**config.mk**
```make
export PLATFORM = sky130hd
export DESIGN_NAME = rll_key_loader
export DESIGN_NICKNAME = d
export VERILOG_FILES = /design/src/rtl/rll_key_loader.sv
export SDC_FILE = /design/constraint.sdc
export NUM_CORES = 1
export LEC_CHECK = 0
export ABC_CLOCK_PERIOD_IN_PS = 2200
export CORE_UTILIZATION = 43
export DETAILED_ROUTE_END_ITERATION = 10
export GPL_TIMING_DRIVEN = 0
export PLACE_DENSITY_LB_ADDON = 0.1
export SLEW_MARGIN = 20
export SYNTH_ARGS = -nofsm -noshare
export SYNTH_HDL_FRONTEND = slang
export SYNTH_SLANG_ARGS = --single-unit
```
**constraint.sdc**
```tcl
create_clock -name clk -period 2.2 [get_ports clk]
set_input_delay 0.66 -clock clk [delete_from_list [all_inputs] [get_ports clk]]
set_output_delay 0.66 -clock clk [all_outputs]
set_load 0.05 [all_outputs]
```
**src/rtl/rll_key_loader.sv**
```systemverilog
// Key loader and single-shot evaluation sequencer for an RLL-locked combinational core.
// Loads a chunked key with an XOR checksum, then drives registered PIs and captures POs after a settle interval.
module rll_key_loader #(
  parameter int KEY_WIDTH     = 32,
  parameter int CHUNK_WIDTH   = 8,
  parameter int NUM_PI        = 18,
  parameter int NUM_PO        = 18,
  parameter int SETTLE_CYCLES = 2
) (
  input  logic                   clk,
  input  logic                   rst_n,
  input  logic                   cfg_start,
  input  logic                   cfg_valid,
  output logic                   cfg_ready,
  input  logic [CHUNK_WIDTH-1:0] cfg_data,
  input  logic                   cfg_last,
  output logic [KEY_WIDTH-1:0]   key_out,
  output logic                   key_valid,
  output logic                   load_err,
  input  logic                   req_valid,
  output logic                   req_ready,
  input  logic [NUM_PI-1:0]      req_data,
  output logic [NUM_PI-1:0]      core_pi,
  input  logic [NUM_PO-1:0]      core_po,
  output logic                   rsp_valid,
  input  logic                   rsp_ready,
  output logic [NUM_PO-1:0]      rsp_data
);

  localparam int NUM_BEATS = KEY_WIDTH / CHUNK_WIDTH;
  localparam int BW        = $clog2(NUM_BEATS + 2);
  localparam int SW        = $clog2(SETTLE_CYCLES + 1);

  localparam logic [2:0] S_IDLE  = 3'd0;
  localparam logic [2:0] S_LOAD  = 3'd1;
  localparam logic [2:0] S_CHECK = 3'd2;
  localparam logic [2:0] S_ARMED = 3'd3;
  localparam logic [2:0] S_EVAL  = 3'd4;
  localparam logic [2:0] S_RESP  = 3'd5;
  localparam logic [2:0] S_ERROR = 3'd6;

  logic [2:0]             state;
  logic [BW-1:0]          beat_cnt;
  logic [CHUNK_WIDTH-1:0] acc;
  logic [CHUNK_WIDTH-1:0] chk;
  logic [SW-1:0]          settle_cnt;

  logic cfg_fire;
  logic req_fire;
  logic start_ok;

  // After the checksum beat (beat_cnt = N+1) LOAD spends one drain cycle with
  // cfg_ready low before entering CHECK, so the verdict lands two edges later.
  assign cfg_ready = (state == S_LOAD) && (beat_cnt <= BW'(NUM_BEATS));
  assign req_ready = (state == S_ARMED);
  assign cfg_fire  = cfg_valid && cfg_ready;
  assign req_fire  = req_valid && req_ready;
  assign start_ok  = cfg_start && ((state == S_IDLE) || (state == S_LOAD) ||
                                   (state == S_ARMED) || (state == S_ERROR));

  // NOTE: every register below uses non-blocking (<=) assignments so all state
  // updates see pre-edge values, matching flip-flop behaviour in simulation.
  always_ff @(posedge clk or negedge rst_n) begin
    if (!rst_n) begin
      state      <= S_IDLE;
      beat_cnt   <= '0;
      acc        <= '0;
      chk        <= '0;
      settle_cnt <= '0;
      key_out    <= '0;
      key_valid  <= 1'b0;
      load_err   <= 1'b0;
      core_pi    <= '0;
      rsp_valid  <= 1'b0;
      rsp_data   <= '0;
    end else if (start_ok) begin
      state     <= S_LOAD;
      beat_cnt  <= '0;
      acc       <= '0;
      key_out   <= '0;
      key_valid <= 1'b0;
      load_err  <= 1'b0;
    end else begin
      case (state)
        S_LOAD: begin
          if (beat_cnt > BW'(NUM_BEATS)) begin
            state <= S_CHECK;
          end else if (cfg_fire) begin
            if (beat_cnt == BW'(NUM_BEATS)) begin
              if (cfg_last) begin
                chk      <= cfg_data;
                beat_cnt <= beat_cnt + BW'(1);
              end else begin
                state    <= S_ERROR;
                key_out  <= '0;
                load_err <= 1'b1;
              end
            end else if (cfg_last) begin
              state    <= S_ERROR;
              key_out  <= '0;
              load_err <= 1'b1;
            end else begin
              for (int k = 0; k < NUM_BEATS; k++) begin
                if (beat_cnt == BW'(k)) key_out[k*CHUNK_WIDTH +: CHUNK_WIDTH] <= cfg_data;
              end
              acc      <= acc ^ cfg_data;
              beat_cnt <= beat_cnt + BW'(1);
            end
          end
        end
        S_CHECK: begin
          if (acc == chk) begin
            state     <= S_ARMED;
            key_valid <= 1'b1;
          end else begin
            state     <= S_ERROR;
            key_out   <= '0;
            key_valid <= 1'b0;
            load_err  <= 1'b1;
          end
        end
        S_ARMED: begin
          if (req_fire) begin
            core_pi    <= req_data;
            settle_cnt <= SW'(SETTLE_CYCLES);
            state      <= S_EVAL;
          end
        end
        S_EVAL: begin
          if (settle_cnt == SW'(1)) begin
            rsp_data  <= core_po;
            rsp_valid <= 1'b1;
            state     <= S_RESP;
          end else begin
            settle_cnt <= settle_cnt - SW'(1);
          end
        end
        S_RESP: begin
          if (rsp_ready) begin
            rsp_valid <= 1'b0;
            state     <= S_ARMED;
          end
        end
        default: ; // IDLE and ERROR wait for cfg_start
      endcase
    end
  end

endmodule

```
# Yosys cells after proc, flatten, opt, wreduce, memory -nomap -nowiden
# Index checks and enable logic that the tools add are counted.
[totals]
ff_bits = 95
latch_bits = 0
ram_bits = 0
romBits = 0
inputBits = 51
output_inout_bits = 73
n_memories = 0
[op_classes]
addsub = 2
n_mul = 0
n_div = 0
order_cmp = 2
n_eq_ne = 36
n_shift = 0
mux = 53
bitwise = 3
n_reduce_logical = 29
[ops]
columns = ["op", "count"]
rows = [
  ["two-way mux 32 bit", 7],
  ["two-way mux 8 bit", 10],
  ["case mux 32 bit (2 select lines)", 1],
  ["two-way mux 3 bit", 17],
  ["AND reduction 6 bit", 6],
  ["inequality test 5 x 3 -> 1 bit, second input constant", 5],
  ["inequality test 3 bit, second input constant", 6],
  ["case mux 3 bit (5 select lines)", 1],
  ["equality test 3 x 2 -> 1 bit, second input constant", 4],
  ["equality test 3 bit, second input constant", 4],
  ["two-way mux 1 bit", 12],
  ["inequality test 2 bit, second input constant", 5],
  ["AND reduction 5 bit", 2],
  ["nonzero test 2 bit", 5],
  ["equality test 8 bit", 1],
  ["inequality test 4 x 3 -> 1 bit, second input constant", 2],
  ["AND reduction 4 bit", 2],
  ["XOR 8 bit", 1],
  ["AND reduction 7 bit", 1],
  ["equality test 3 x 1 -> 1 bit, second input constant", 2],
  ["zero test 3 bit", 2],
  ["inequality test 3 x 1 -> 1 bit, second input constant", 2],
  ["AND reduction 3 bit", 2],
  ["nonzero test 6 bit", 1],
  ["other kinds (15)", 24],
]

# Longest topological paths before layout
# Gate-level depths: netlist of the first run.
[depth]
word_depth = 8
ltp_mapped = 8

# Worst setup path after synthesis of the first run
# No wires, ideal clock.
[synth_path]
kind = "reg-to-reg"
from = "register state[2]"
to = "register chk[0]"
setup_time_ps = 125
arrival_ps = 2387
required_ps = 2075
path_slack_ps = -312
stages_incl_launch_ff = 7
n_path_buf = 2
synth_period_minus_slack_ps = 2512
path_cell_list = "dfrtp_1 > or3b_1 > buf_2 > nor2_1 > and4b_1 > buf_2 > mux2_2"
[synth_via]
elab_cells_between_ends = 12
cone_classes = "eq/ne: 3; bitwise: 1; reduce/logical: 8"
[synth_lines]
columns = ["item", "line_no", "source"]
rows = [
  ["start, declared", "42", "logic [2:0] state;"],
  ["start signal, assigned", "65", "state <= S_IDLE;"],
  ["start signal, assigned", "77", "state <= S_LOAD;"],
  ["start signal, assigned", "87", "state <= S_CHECK;"],
  ["equality test 3 x 1 -> 1 bit", "54", "assign cfg_ready = (state == S_LOAD) && (beat_cnt <= BW'(NUM_BEATS));"],
  ["logical AND 1 bit", "54", ""],
  ["via cfg_ready", "14", "output logic cfg_ready,"],
  ["logical AND 1 bit", "56", "assign cfg_fire = cfg_valid && cfg_ready;"],
  ["AND reduction 6 bit (no source line)", "--", ""],
  ["end signal, assigned", "91", "chk <= cfg_data;"],
  ["end, declared", "45", "logic [CHUNK_WIDTH-1:0] chk;"],
]
# The timed path passes the listed nets, and every way through them passes these cells.
# A chain may end at the register's enable or synchronous reset.

# Worst setup path after layout of the first run
[layout_path]
from = "register state[2]"
to = "output port cfg_ready"
[layout_via]
elab_chain_cells = 2
[layout_lines]
columns = ["item", "line_no"]
rows = [
  ["equality test 3 x 1 -> 1 bit", "54"],
  ["logical AND 1 bit", "54"],
  ["end, declared", "14"],
]
# No other way between the ends.

==> results.yml, run 1 <==
grt:
  grt.busiest_layer: "met2"
  track_usage_pct: 19.7
  antenna_found_initial: 0
  grt_start_max_net_pins: 60
  grt_util_met2_pct: 31.4
  gr-total-overflow: 0
  grt_util_met3_pct: 5.61
  use_met1_pct: 26.7
  grt_pass1_vias: 2994
  grt_pass1_wl_um: 15400
critical_path:
  arrival_ps: 1540
  end_kind: "output pin"
  criticalPathCategory: "reg -> out"
  critPathLaunchType: "flop"
  path_max_fanout: 5
  reg2regPathDepth: 7
  required_ps: 1540
clock_network:
  clockBufferDepth: 2
  cts-root-buf: "clkbuf_8"
  clk_latency_ps: 350
  cts_sinks: 95
  path_clk_slew_ps: 90
  cts_hold_buffers: 0
  h-tree-depth: 3
  cts_tree: "built"
  numCtsBuffers: 9
synth:
  synth_area_leaders: "dfrtp_1 55%, mux2_2 17%, mux2_4 2.8%"
  ys_seq_area_share_pct: 55.4
  synth_cell_types: 47
  synthCells: 329
  yosysWarnings: 0
  async_reset_ff_share_pct: 100
  synth_area_um2: 4290
  ys_seq_elements: 95
  synth_nets: 386
  synth_ff_type: "dfrtp_1"
  synthDominantCellAreaShare_pct: 55.4
  synthesis.area_per_instance_um2: 13.0
  synth-edff-count: 0
  synth_top_area_cell: "dfrtp_1"
timing:
  setup_violations: 1
  maxSlewViolCount: 0
  period_minus_slack_ps: 2200
  rsz0062_at_grt: "yes"
  worst_slack_ps: -4.75
  hold_viol_final: 0
  worst-slew-pin-transition_ps: 611
  finalHoldWorstSlack_ps: 188
  finalCritPeriodShare_pct: 100
  relSlewSlack_pct: 59.3
  setup_tns_ps: -4.75
  finClkSkew_ps: 12.3
  fmax_mhz: 454
place:
  place_area_um2: 5700
  gp_congestion: 0.811
  io_buffers: 121
  hpwl_um: 6930
die:
  die_x_um: 102
  io_pins: 124
  coreArea_um2: 9730
  num_rows: 36
  die_h_um: 102
  die_area_um2: 10400
  start_util_pct: 44.1
detailed_routing:
  route.detailed.wl_per_inst_um: 16.3
  drt_wl_total_um: 9830
  ant_nets: 0
  drtIter0Drc: 66
  drcViolationCount: 0
  avgViaCountPerCell: 5.01
  firstDrtPassIters: 5
  num_vias: 3019
pwr:
  power_leakage_uw: 0.00330
  power_uw: 9670
  p_per_area_nw_per_um2: 1600
  vdd_drop_max_mv: 0.901
finish:
  diodes: 0
  design_area_um2: 6050
  layout_common_cells: "95 x dfrtp_1, 64 x mux2_2, 47 x clkdlybuf4s50_1"
  fill_cells: 860
  drive_above_1_share_pct: 27.5
  syn_to_final_growth_pct: 41.2
  fin_util_pct: 62.2
  layout_commonest_cell: "dfrtp_1"
  fin_nets: 521
status:
  violations: "setup timing"
  status: "finished, violations left"
job:
  drv_cap: 0
min_path:
  min_path_type: "in -> async"
stage by stage:
stage / instances / worst slack (ps)
final: 602 / -4.75
after detailed placement: 584 / -388
after CTS: 600 / -31.5
after global routing: 602 / -75.3
after floorplan: 329 / 99.3
after global placement: 583 / -3120
routing by layer:
metal	wire length, um	share of wire, %	vias to the layer above
met1	4200	43	1507
met4	122	1.2	0
met2	4910	50	85
met5	0	0	-
met3	587	6.0	9
li1	-	-	1418
report_power, final:
part	switching, uW	internal (uW)
Sequential	363	2450
Clock	646	459
Combinational	3630	2130
Total	4640	5030
worst paths after layout:
check / startpoint / endpoint / slack (ps)
setup / recovery: state[2]$_DFFE_PN0P_ / cfg_ready / -5
hold / removal: rst_n / state[0]$_DFFE_PN0P_ / 190
setup reg to reg: state[2]$_DFFE_PN0P_ / key_out[0]$_DFFE_PN0P_ / 40
hold reg to reg: key_valid$_DFFE_PN0P_ / key_valid$_DFFE_PN0P_ / 500
max in group asynchronous: rst_n / key_out[26]$_DFFE_PN0P_ / 1400
min in group clk: key_valid$_DFFE_PN0P_ / key_valid$_DFFE_PN0P_ / 500
worst max-delay path: stages, from the launching register on:
cell	delay, ps
dfrtp_1	410
or3b_1	390
buf_6	150
nor2_4	100
buf_8	150
registers in the layout, summed over array words and instances, names as in the netlist:
name / count
chk: 8
key_out: 32
key_valid: 1
rsp_data: 18
rsp_valid: 1
acc: 8
state: 3
core_pi: 18
settle_cnt: 2
beat_cnt: 3
load_err: 1
repair_timing:
item / in CTS / in global routing
pin swaps: 3 / 6
resized for setup: 61 / 48
setup buffers: 0 / 4
setup endpoints to repair: 91 / 80
endpoints found under the hold margin: 0 / 0
Yosys cell counts (2+ instances only):
master / instances
o211ai_1: 2
mux2_2: 65
a21oi_1: 8
o2111ai_4: 2
a21o_1: 2
and2_1: 8
a211o_1: 2
nor4bb_1: 2
nor2b_1: 4
nand3_1: 2
mux2_4: 8
nor3_1: 2
ha_1: 6
o22ai_1: 2
nand2b_1: 2
a211oi_1: 2
nor2_1: 22
nand3b_1: 3
nand2_1: 22
and3_1: 4
inv_1: 5
clkbuf_1: 6
o21ai_0: 4
buf_2: 9
dfrtp_1: 95
buf_6: 2
xor2_1: 9
xnor2_1: 8
mux2_1: 3
final cells by class:
cell class | instances | area, um2 | share of cell area, %
buffer | 15 | 86.3 | 1.43
multi-input combinational | 211 | 1860 | 30.8
sequential | 95 | 2380 | 39.3
tap | 133 | 166 | 2.75
clock buffer | 10 | 138 | 2.27
inverter | 6 | 22.5 | 0.372
timing repair buffer | 126 | 1350 | 22.3
clock inverter | 6 | 50.0 | 0.827
kinds of logic after synthesis:
logic type / synth area share, %
multiplexers: 20.9
flip-flops: 55.4
XOR/XNOR: 3.47
buffers and inverters: 2.63
AND/OR/NAND/NOR: 10.7
AO/OA/AOI/OAI: 5.11
adder cells (fa/ha/maj): 1.75
(Power assumes the default switching activity.)
==> run 2: changes to the inputs <==
Settings changed: GPL_ROUTABILITY_DRIVEN set to 0.
==> results of run 2 <==
The final DEF is identical to that of run 1; final timing and power are the same.
